## src/rtl/load_store_unit_if.sv

```systemverilog
// Pipeline request/response and data-memory signals of the load/store unit.
interface load_store_unit_if;
  logic        req_valid;
  logic        req_ready;
  logic        req_we;
  logic [2:0]  req_funct3;
  logic [31:0] req_addr;
  logic [31:0] req_wdata;
  logic        rsp_valid;
  logic [31:0] rsp_rdata;
  logic        rsp_fault;
  logic [31:0] mem_addr;
  logic [31:0] mem_wdata;
  logic        mem_we;
  logic        mem_re;
  logic [31:0] mem_rdata;

  modport slave (
    input  req_valid, req_we, req_funct3, req_addr, req_wdata, mem_rdata,
    output req_ready, rsp_valid, rsp_rdata, rsp_fault,
           mem_addr, mem_wdata, mem_we, mem_re
  );

  modport master (
    output req_valid, req_we, req_funct3, req_addr, req_wdata, mem_rdata,
    input  req_ready, rsp_valid, rsp_rdata, rsp_fault,
           mem_addr, mem_wdata, mem_we, mem_re
  );
endinterface

```

## src/rtl/load_store_unit.sv

```systemverilog
// RV32I load/store unit: byte/half/word loads with extension, SB/SH via read-modify-write.
// Optional LSU_MISALIGN_TRAP_EN: fault misaligned H/HU/SH/W/SW instead of forcing alignment.
module load_store_unit #(
  parameter int MEM_WORDS = 1024
) (
  input logic clk,
  input logic rst,
  load_store_unit_if.slave bus
);
  typedef enum logic [2:0] {IDLE, LD_REQ, LD_WAIT, ST_RD, ST_WAIT, ST_WR, RESP} state_t;

  typedef struct packed {
    logic        we;
    logic [2:0]  funct3;
    logic [31:0] addr;
    logic [31:0] wdata;
  } req_t;

  state_t      state;
  req_t        cap;
  logic [31:0] merge_q;
  logic [31:0] ld_q;
  logic        fault_q;

  logic        ld_legal, st_legal, misalign, req_fault;
  logic [1:0]  off;
  logic [4:0]  shamt;
  logic [31:0] sh_rd, ld_val, lane_mask, st_val;

  always_comb begin
    ld_legal = (bus.req_funct3 == 3'b000) || (bus.req_funct3 == 3'b001) ||
               (bus.req_funct3 == 3'b010) || (bus.req_funct3 == 3'b100) ||
               (bus.req_funct3 == 3'b101);
    st_legal = (bus.req_funct3 == 3'b000) || (bus.req_funct3 == 3'b001) ||
               (bus.req_funct3 == 3'b010);
`ifdef LSU_MISALIGN_TRAP_EN
    misalign = ((bus.req_funct3[1:0] == 2'b01) && bus.req_addr[0]) ||
               ((bus.req_funct3 == 3'b010) && (bus.req_addr[1:0] != 2'b00));
`else
    misalign = 1'b0;
`endif
    req_fault = (bus.req_we ? !st_legal : !ld_legal) || misalign;
  end

  // Lane offset with alignment forced; in trap mode misaligned requests never get here.
  always_comb begin
    case (cap.funct3[1:0])
      2'b01:   off = {cap.addr[1], 1'b0};
      2'b10:   off = 2'b00;
      default: off = cap.addr[1:0];
    endcase
    shamt     = {off, 3'b000};
    sh_rd     = bus.mem_rdata >> shamt;
    lane_mask = (cap.funct3[1:0] == 2'b01) ? 32'h0000_FFFF : 32'h0000_00FF;
    st_val    = (bus.mem_rdata & ~(lane_mask << shamt)) |
                ((cap.wdata & lane_mask) << shamt);
    case (cap.funct3)
      3'b000:  ld_val = {{24{sh_rd[7]}}, sh_rd[7:0]};
      3'b100:  ld_val = {24'h0, sh_rd[7:0]};
      3'b001:  ld_val = {{16{sh_rd[15]}}, sh_rd[15:0]};
      3'b101:  ld_val = {16'h0, sh_rd[15:0]};
      default: ld_val = sh_rd;
    endcase
  end

  assign bus.req_ready = (state == IDLE);
  assign bus.mem_wdata = (state != ST_WR)       ? 32'h0 :
                         (cap.funct3 == 3'b010) ? cap.wdata : merge_q;

  always_ff @(posedge clk or posedge rst) begin
    if (rst) begin
      state         <= IDLE;
      cap           <= '0;
      merge_q       <= '0;
      ld_q          <= '0;
      fault_q       <= 1'b0;
      bus.rsp_valid <= 1'b0;
      bus.rsp_rdata <= '0;
      bus.rsp_fault <= 1'b0;
      bus.mem_addr  <= '0;
      bus.mem_we    <= 1'b0;
      bus.mem_re    <= 1'b0;
    end else begin
      bus.rsp_valid <= 1'b0;
      bus.mem_re    <= 1'b0;
      bus.mem_we    <= 1'b0;
      case (state)
        IDLE: if (bus.req_valid) begin
          cap          <= '{we: bus.req_we, funct3: bus.req_funct3,
                            addr: bus.req_addr, wdata: bus.req_wdata};
          bus.mem_addr <= {bus.req_addr[31:2], 2'b00};
          ld_q         <= '0;
          fault_q      <= req_fault;
          if (req_fault) begin
            state <= RESP;
          end else if (!bus.req_we) begin
            state      <= LD_REQ;
            bus.mem_re <= 1'b1;
          end else if (bus.req_funct3 == 3'b010) begin
            state      <= ST_WR;
            bus.mem_we <= 1'b1;
          end else begin
            state      <= ST_RD;
            bus.mem_re <= 1'b1;
          end
        end
        LD_REQ:  state <= LD_WAIT;
        LD_WAIT: begin
          ld_q  <= ld_val;
          state <= RESP;
        end
        ST_RD:   state <= ST_WAIT;
        ST_WAIT: begin
          merge_q    <= st_val;
          bus.mem_we <= 1'b1;
          state      <= ST_WR;
        end
        ST_WR:   state <= RESP;
        RESP: begin
          bus.rsp_valid <= 1'b1;
          bus.rsp_rdata <= ld_q;
          bus.rsp_fault <= fault_q;
          state         <= IDLE;
        end
        default: state <= IDLE;
      endcase
    end
  end

  wire unused_ok = |{MEM_WORDS, cap.we};
endmodule

```

## src/flat_wrapper.sv

```systemverilog
// flat-port wrapper written by rule: the top's interface ports become plain ports
module load_store_unit_flat 
#(
  parameter int MEM_WORDS = 1024
)
  (clk, rst, bus_req_valid, bus_req_we, bus_req_funct3, bus_req_addr, bus_req_wdata, bus_mem_rdata, bus_req_ready, bus_rsp_valid, bus_rsp_rdata, bus_rsp_fault, bus_mem_addr, bus_mem_wdata, bus_mem_we, bus_mem_re);
  load_store_unit_if bus_i ();
  input logic clk;
  input logic rst;
  input wire logic [$bits(bus_i.req_valid)-1:0] bus_req_valid;
  input wire logic [$bits(bus_i.req_we)-1:0] bus_req_we;
  input wire logic [$bits(bus_i.req_funct3)-1:0] bus_req_funct3;
  input wire logic [$bits(bus_i.req_addr)-1:0] bus_req_addr;
  input wire logic [$bits(bus_i.req_wdata)-1:0] bus_req_wdata;
  input wire logic [$bits(bus_i.mem_rdata)-1:0] bus_mem_rdata;
  output wire logic [$bits(bus_i.req_ready)-1:0] bus_req_ready;
  output wire logic [$bits(bus_i.rsp_valid)-1:0] bus_rsp_valid;
  output wire logic [$bits(bus_i.rsp_rdata)-1:0] bus_rsp_rdata;
  output wire logic [$bits(bus_i.rsp_fault)-1:0] bus_rsp_fault;
  output wire logic [$bits(bus_i.mem_addr)-1:0] bus_mem_addr;
  output wire logic [$bits(bus_i.mem_wdata)-1:0] bus_mem_wdata;
  output wire logic [$bits(bus_i.mem_we)-1:0] bus_mem_we;
  output wire logic [$bits(bus_i.mem_re)-1:0] bus_mem_re;
  assign bus_i.req_valid = bus_req_valid;
  assign bus_i.req_we = bus_req_we;
  assign bus_i.req_funct3 = bus_req_funct3;
  assign bus_i.req_addr = bus_req_addr;
  assign bus_i.req_wdata = bus_req_wdata;
  assign bus_i.mem_rdata = bus_mem_rdata;
  assign bus_req_ready = bus_i.req_ready;
  assign bus_rsp_valid = bus_i.rsp_valid;
  assign bus_rsp_rdata = bus_i.rsp_rdata;
  assign bus_rsp_fault = bus_i.rsp_fault;
  assign bus_mem_addr = bus_i.mem_addr;
  assign bus_mem_wdata = bus_i.mem_wdata;
  assign bus_mem_we = bus_i.mem_we;
  assign bus_mem_re = bus_i.mem_re;
  load_store_unit #(.MEM_WORDS(MEM_WORDS)) u_core (.clk(clk), .rst(rst), .bus(bus_i));
endmodule
```

## config.mk

```make
export PLATFORM = sky130hd
export DESIGN_NAME = load_store_unit_flat
export DESIGN_NICKNAME = d
export VERILOG_FILES = /design/src/rtl/load_store_unit_if.sv /design/src/rtl/load_store_unit.sv /design/src/flat_wrapper.sv
export SDC_FILE = /design/constraint.sdc
export NUM_CORES = 1
export LEC_CHECK = 0
export BUFFER_PORTS_ARGS = -buffer_cell sky130_fd_sc_hd__buf_2
export CAP_MARGIN = 20
export CELL_PAD_IN_SITES_DETAIL_PLACEMENT = 1
export CELL_PAD_IN_SITES_GLOBAL_PLACEMENT = 1
export CORE_ASPECT_RATIO = 1.25
export CORE_MARGIN = 1
export CORE_UTILIZATION = 39
export CTS_CLUSTER_DIAMETER = 80
export DETAILED_ROUTE_END_ITERATION = 10
export HOLD_SLACK_MARGIN = 0.15
export PLACE_DENSITY = 0.76
export SLEW_MARGIN = 20
export SYNTH_ARGS = -nofsm -noshare
export SYNTH_HDL_FRONTEND = slang
export SYNTH_SLANG_ARGS = --single-unit
```

## constraint.sdc

```tcl
create_clock -name clk -period 6.3 [get_ports clk]
set_clock_uncertainty 0.05 [all_clocks]
set_input_delay 0.315 -clock clk [delete_from_list [all_inputs] [get_ports clk]]
set_output_delay 0.315 -clock clk [all_outputs]
set_load 0.02 [all_outputs]
```

Word level (Yosys, flattened, before mapping) --
Cells that the tools add are included.
Cells by class: reduce and logical (&&, ||, !) cells 13, mux-type cells 24, bitwise gates (word level) 4, shift-type cells 3, equal/unequal tests 18
Operators with widths (count):
- $pmux 32 s4 | 1
- $mux 32 | 3
- $and 32x32->32 | 2
- $pmux 32 s2 | 1
- $shl 32x5->32 | 2
- $not 32->32 | 1
- $or 32x32->32 | 1
- $shr 32x5->32 | 1
- $eq 3x3->1 const B | 7
- $mux 16 | 1
- $pmux 3 s5 | 1
- $eq 3x2->1 const B | 4
- $mux 3 | 4
- $mux 1 | 11
- $eq 3x1->1 const B | 3
- $logic_not 3->1 | 3
- $logic_or 1x1->1 | 4
- $pmux 2 s2 | 1
- $reduce_and 2->1 | 2
- $ne 3x3->1 const B | 1
- $eq 2x1->1 const B | 1
- $eq 2x2->1 const B | 1
- $logic_not 1->1 | 2
- $ne 2x2->1 const B | 1
- other kinds (3) | 3
Storage, ports and cells: input bits 103, flip-flop bits (word level) 171, word-level logic and storage cells 75

Longest topological paths before layout --
Gate-level depths: netlist (run 1).
depth in word-level cells 10, gate-level depth with buffers 9

Least setup slack after synthesis (run 1) --
Ideal clock, no wire load.
path type register -> register, start point reg u_core.cap[64] (netlist name), end point reg u_core.ld_q[16], data arrival time 2.121 ns, buffers on the path 2, cell stages (with the launch flop) 10, setup time 0.121 ns, clock period less this slack 2.292 ns, path slack 4.008 ns, path through dfrtp_1 -> inv_1 -> ha_1 -> nand2b_1 -> buf_2 -> a221oi_4 -> a2111oi_4 -> a2111oi_4 -> buf_6 -> nor3_2
On the way: longest elaborated chain between the ends 5, elaborated cells between the ends (all ways) 10, those cells by class 5 x eq/ne; 1 x shift; 3 x mux; 1 x reduce/logical
Ends and longest elaborated chain:
- start, declared | RTL line load_store_unit.sv:20 | req_t cap;
- start signal, assigned | RTL line load_store_unit.sv:89 | cap <= '{we: bus.req_we, funct3: bus.req_funct3,
- $eq 2x2->1 / $eq 2x1->1 (equally long branches) | RTL line load_store_unit.sv:47 | case (cap.funct3[1:0])
- $pmux 2 s2 | RTL line load_store_unit.sv:47
- $shr 32x5->32 | RTL line load_store_unit.sv:53 | sh_rd = bus.mem_rdata >> shamt;
- $pmux 32 s4 (*) | RTL line load_store_unit.sv:57 | case (cap.funct3)
- $pmux 32 s2 (*) | RTL line load_store_unit.sv:87 | case (state)
- end signal, assigned | RTL line load_store_unit.sv:109 | ld_q <= ld_val;
- end, declared | RTL line load_store_unit.sv:22 | logic [31:0] ld_q;
Every way passes the cells marked *; elsewhere a longest branch is shown, timed or not. A chain may end at the register's enable or synchronous reset.

Final worst setup path (run 1) --
start point reg u_core.cap[65] (netlist name), end point reg u_core.ld_q[20]
The elaborated chain is that of the path after synthesis.

==> results of run 1 <==
[flip-flops by register name, summed over array words and instances, names as in the netlist, 3 cells and up]
signal and flops:
u_core.state 3, u_core.bus.rsp_rdata 32, u_core.bus.mem_addr 30, u_core.merge_q 32, u_core.cap 37, u_core.ld_q 32
[worst paths after layout]
path | end | from | cells after the start
max reg2reg | u_core.ld_q[20] | u_core.cap[65] | 8
max | u_core.ld_q[20] | u_core.cap[65] | 8
min | u_core.merge_q[10] | bus_mem_rdata[10] | 3
min reg2reg | u_core.bus.rsp_rdata[5] | u_core.ld_q[5] | 2
max in group asynchronous | u_core.merge_q[1] | rst | 4
min in group asynchronous | u_core.bus.mem_addr[7] | rst | 3
[layer usage]
layer / track usage [%] / vias to the layer above
li1: - / 3785
met1: 33.9 / 3909
met2: 45.3 / 238
met3: 5.37 / 50
met4: 11.0 / 0
met5: 0 / -
[per-stage QoR]
step | utilization, % | setup slack [ns] | hold slack [ns] | cells | total power [uW]
detailed placement | 45.8 | 2.95 | 0.407 | 1420 | 4540
CTS | 52.8 | 2.91 | 0.159 | 1532 | 5700
finish | 52.8 | 2.88 | 0.170 | 1534 | 5680
global placement | 45.8 | 2.71 | 0.391 | 1419 | 4470
floorplan | - | 1.30 | 0.370 | 1009 | 3720
global route | 52.8 | 2.65 | 0.183 | 1532 | 6120
[cells in the final DEF (no fill, tap or decap), drive strengths merged, types with 6 or more instances in the layout]
cell	netlist	routed
a22o	7	7
o21ai	16	16
a221oi	24	24
nand2b	6	6
nor3	19	19
nand3	27	27
o211ai	7	7
buf	10	212
dlygate4sd3	0	81
and3	9	9
dfrtp	171	171
clkbuf	61	19
inv	7	10
nor2	66	66
a31oi	10	10
nand2	452	452
a21oi	91	91
[cells by family (layout without fill, tap and decap cells)]
logic type | Yosys count | after routing | synth area share (%)
muxes | 2 | 2 | 0.309
buffers and inverters | 79 | 332 | 3.94
DFF | 171 | 171 | 52.9
adders and majority gates | 3 | 3 | 0.464
AOI/OAI and AO/OA | 165 | 165 | 13.1
other | 1 | 4 | 0.0463
and+or+nand+nor | 587 | 587 | 29.3
[worst reg2reg max path, delay by kind of cell, from the launching register on]
kind	cells	cell delay (ns)
flip-flops	1	0.39
AND/OR/NAND/NOR	3	1.12
adder cells (fa/ha/maj)	1	0.49
buffers and inverters	2	0.42
AO/OA/AOI/OAI	2	0.84
[where the power goes]
| part | internal [uW] | switching [uW] |
|---|---|---|
| sequential | 1600 | 351 |
| combinational | 850 | 1800 |
| clock | 627 | 461 |
| total | 3080 | 2610 |
[area by class of cell]
class	instances	area, sq um	share of cell area (%)
repair buffers	293	1900	17.8
multi-input cells	759	3530	33.1
diodes	2	5.00	0.0468
flip-flops and latches	171	4280	40.0
inverters	8	35.0	0.328
clock buffers	19	433	4.05
clock inverters	12	165	1.55
well taps	270	338	3.16
[what timing repair did]
action	4_1_cts	5_1_grt
hold endpoints to repair	178	0
setup endpoints to repair	0	0
hold buffers	81	0
==> results.ini, run 1 <==
[pwr]
leakage_uw=0.00557
p_per_area_nw_per_um2=532
ir_worst_vdd_v=0.000215

[worst_setup_path]
cp.required_ns=6.57
crit_top_cell=a2111oi_4
arrival_ns=3.69
worstSetupPathType=flop to flop
cp.buffers_inverters=2
rrSetupSlack_ns=2.88
cp-end-kind=flop
path_delay_family=simple AND/OR/NAND/NOR gates
slowest_stage=and2_1
max_stage_delay_ns=0.75
crit_chain=inv_1, ha_1, nand2b_1, and2_1, a2111oi_4, a2111oi_4, buf_4, nor3_2
worstPathMaxFanout=26
startpoint_type=flop

[logic_synthesis]
async_flop_share_pct=100
synth_edf_count=0
yosysWarnings=0
yosysMostFrequentCell=nand2_1
avgSynthCellArea_sq_um=8.03
ys_types=40
synth_area_sq_um=8100
synth_ff_type=dfrtp_1
synthCells=1008
ys_seq_area_share_pct=52.9
synthTopCellsByCount=452 x nand2_1, 171 x dfrtp_1, 91 x a21oi_1, 66 x nor2_1, 61 x clkbuf_1
synth.top_cell.area_share_pct=52.9
synth_area_leaders=dfrtp_1 53%, nand2_1 21%, a21oi_1 5.6%, nor2_1 3.1%, clkbuf_1 2.8%
synth-seq-cells=171
synth_top_area_cell=dfrtp_1

[floorplan]
fp.dieH_um=163
top_level_ports=204
core_sq_um=20200
start_util_pct=40.0
dieArea_sq_um=21300
placementRows=58
die_x_um=131

[detailed_routing]
wirelength_um=27400
drc=0
dr.pass1.iters=5
wire_per_inst_um=17.9
wl_met3_um=1250
dr.max_layer_used=met4
met1_length_um=11300
vias_per_cell=5.20
drt_first_iter_violations=568
dr_wl_met2_um=14000
antenna_left=0
detailroute.via_count=7982

[cells_and_area]
area_growth_pct=32.0
fin_nets=1356
fillCellCount=2487
layout-drive-gt1-share_pct=21.1
stdcell_area_sq_um=10700

[sta]
finalSetupViolations=0
max_slew.worst_pin.slew_ns=1.00
hold_viol_final=0
maxSlewViolCount=0
period_minus_slack_ns=3.42
grt_setup_unrepaired=no
post-route-period-util_pct=54.4
fmax_ghz=0.292
slew_headroom_pct=33.2
setup_tns_ns=0

[global_routing]
grt_pass1_wl_um=43900
gr-total-overflow=0
antenna_found_initial=2
grt_max_degree=101
grt_pass1_vias=8310
track_usage_pct=27.1

[placed_design]
dpl.hpwl_um=17600
place_area_sq_um=9270
place.gp.congestion=0.807
place.port_buffers=201

[run]
cap_viol_max_count=0

[clock_network]
cts_resized=0
cts_tree=built
clockBufferDepth=2
cts_made_buffers=17
clk_latency_ns=0.43
postCtsSetupBuffers=0
clock_sinks=171
root_buffer=clkbuf_16
htree_levels=4
clk_pin_slew_ns=0.07

[run_status]
status=finished, final reports clean

[worst_hold_path]
hold_path.class=primary input to flop

No activity file was read; power rests on OpenSTA's default activity.
==> run 2, diff against run 1 <==
--- a/config.mk
+++ b/config.mk
@@ -11,11 +11,11 @@
 export CELL_PAD_IN_SITES_GLOBAL_PLACEMENT = 1
 export CORE_ASPECT_RATIO = 1.25
 export CORE_MARGIN = 1
-export CORE_UTILIZATION = 39
+export CORE_UTILIZATION = 35
 export CTS_CLUSTER_DIAMETER = 80
 export DETAILED_ROUTE_END_ITERATION = 10
 export HOLD_SLACK_MARGIN = 0.15
-export PLACE_DENSITY = 0.76
+export PLACE_DENSITY = 0.72
 export SLEW_MARGIN = 20
 export SYNTH_ARGS = -nofsm -noshare
 export SYNTH_HDL_FRONTEND = slang
==> constraint.sdc (replaced) <==
create_clock -name clk -period 2.8 [get_ports clk]
set_clock_uncertainty 0.05 [all_clocks]
set_input_delay 0.14 -clock clk [delete_from_list [all_inputs] [get_ports clk]]
set_output_delay 0.14 -clock clk [all_outputs]
set_load 0.02 [all_outputs]
==> run 2 against run 1 <==
Net effect: first-iteration DRC count shrank 7.4%; register-to-register slack lost 2.5 ns; combinational power grew 130%; final cell count grew 2.9%; via count is essentially flat; clock power grew 130%; cell area grew 3.5%.
==> results.ini, run 2 (synthesis results as in run 1) <==
[clock_network]
cts_made_buffers=17
clk_pin_slew_ns=0.07
postCtsSetupBuffers=0
clk_latency_ns=0.43
clockBufferDepth=2
cts_tree=built
htree_levels=4
root_buffer=clkbuf_16
clock_sinks=171

[worst_setup_path]
cp.required_ns=2.61
worstPathMaxFanout=32
worstSetupPathType=flop to output port
arrival_ns=2.27
reg2reg_from=u_core.cap[65]
startpoint=u_core.state[2]
cp-end-kind=output port
startpoint_type=flop

[floorplan]
core_sq_um=22400
fp.dieH_um=172
die_x_um=138
start_util_pct=36.1
placementRows=61
top_level_ports=204
dieArea_sq_um=23700

[sta]
hold_ws_ns=0.276
hold_viol_final=0
post-route-period-util_pct=88.0
finalSetupViolations=0
slew_headroom_pct=42.4
period_minus_slack_ns=2.46
max_slew.worst_pin.slew_ns=0.859
grt_setup_unrepaired=no
fmax_ghz=0.406
setup_tns_ns=0
maxSlewViolCount=0

[cells_and_area]
fin_nets=1388
layout-drive-gt1-share_pct=21.3
largest_register_ffs=37
final_cell_mix=452 x nand2_1, 201 x buf_2, 171 x dfrtp_1
post-route-util_pct=49.3
antenna_cells=0
max_flop_register=u_core.cap
stdcell_area_sq_um=11100
area_growth_pct=36.6
final_common_cell=nand2_1

[pwr]
finalPower_uw=13000
p_per_area_nw_per_um2=1180
leakage_uw=0.00574
ir_worst_vdd_v=0.000619

[detailed_routing]
antenna_left=0
vias_per_cell=5.05
detailroute.via_count=7975
drc=0
dr.pass1.iters=4
wirelength_um=28000
wire_per_inst_um=17.8
drt_first_iter_violations=526

[placed_design]
place_area_sq_um=9390
dpl.hpwl_um=18700
place.gp.congestion=0.829
place.port_buffers=201

[global_routing]
grt_max_degree=119
gr-total-overflow=0
grt_pass1_wl_um=45300
antenna_found_initial=0
grt_pass1_vias=8538
track_usage_pct=24.1

[worst_hold_path]
hold_path.class=primary input to async pin

[run]
cap_viol_max_count=0

[run_status]
status=finished, final reports clean

[run 2: through the flow]
stage | worst slack [ns] | cells
floorplan | 0.427 | 1009
global placement | 0.511 | 1442
detailed placement | 0.392 | 1442
CTS | 0.347 | 1578
global route | 0.170 | 1578
finish | 0.335 | 1578
[run 2: report_power, final]
part           internal, uW  switching, uW
Clock                  1460           1070
Combinational          2010           4050
Sequential             3600            821
[run 2: layout make-up]
type                    instances  area, sq um
inverters                       8         33.8
repair buffers                325         2230
fillers                      2770        11400
clock inverters                13          180
multi-input cells             759         3530
clock buffers                  19          443
well taps                     283          354
flip-flops and latches        171         4280
[run 2: critical path: stages (launching register included)]
cell and delay [ns]:
dfrtp_1 0.52, inv_1 0.20, or2_2 0.59, a21oi_1 0.30, buf_2 0.21
[run 2: timing repair]
action / CTS / global route
resized for setup: 0 / 0
endpoints found under the hold margin: 136 / 0
hold buffers: 104 / 0
[run 2: routing by layer]
layer / track usage [%] / vias to the layer above / part of all wire (%)
met5: 0 / - / 0
met4: 9.70 / 0 / 3.0
met3: 3.68 / 53 / 4.1
met2: 41.9 / 225 / 50
met1: 30.2 / 3872 / 43
li1: - / 3825 / -
[run 2: worst paths after layout]
check / end / slack [ns] / cells after the start
worst max-delay path: bus_mem_wdata[4] / 0.34 / 4
min in group clk: u_core.cap[7] / 0.38 / 4
worst max register to register: u_core.merge_q[19] / 0.35 / 7
worst min-delay path: u_core.bus.rsp_valid / 0.28 / 3
worst min register to register: u_core.bus.rsp_rdata[26] / 0.42 / 2
max in group asynchronous: u_core.merge_q[14] / 1.38 / 4
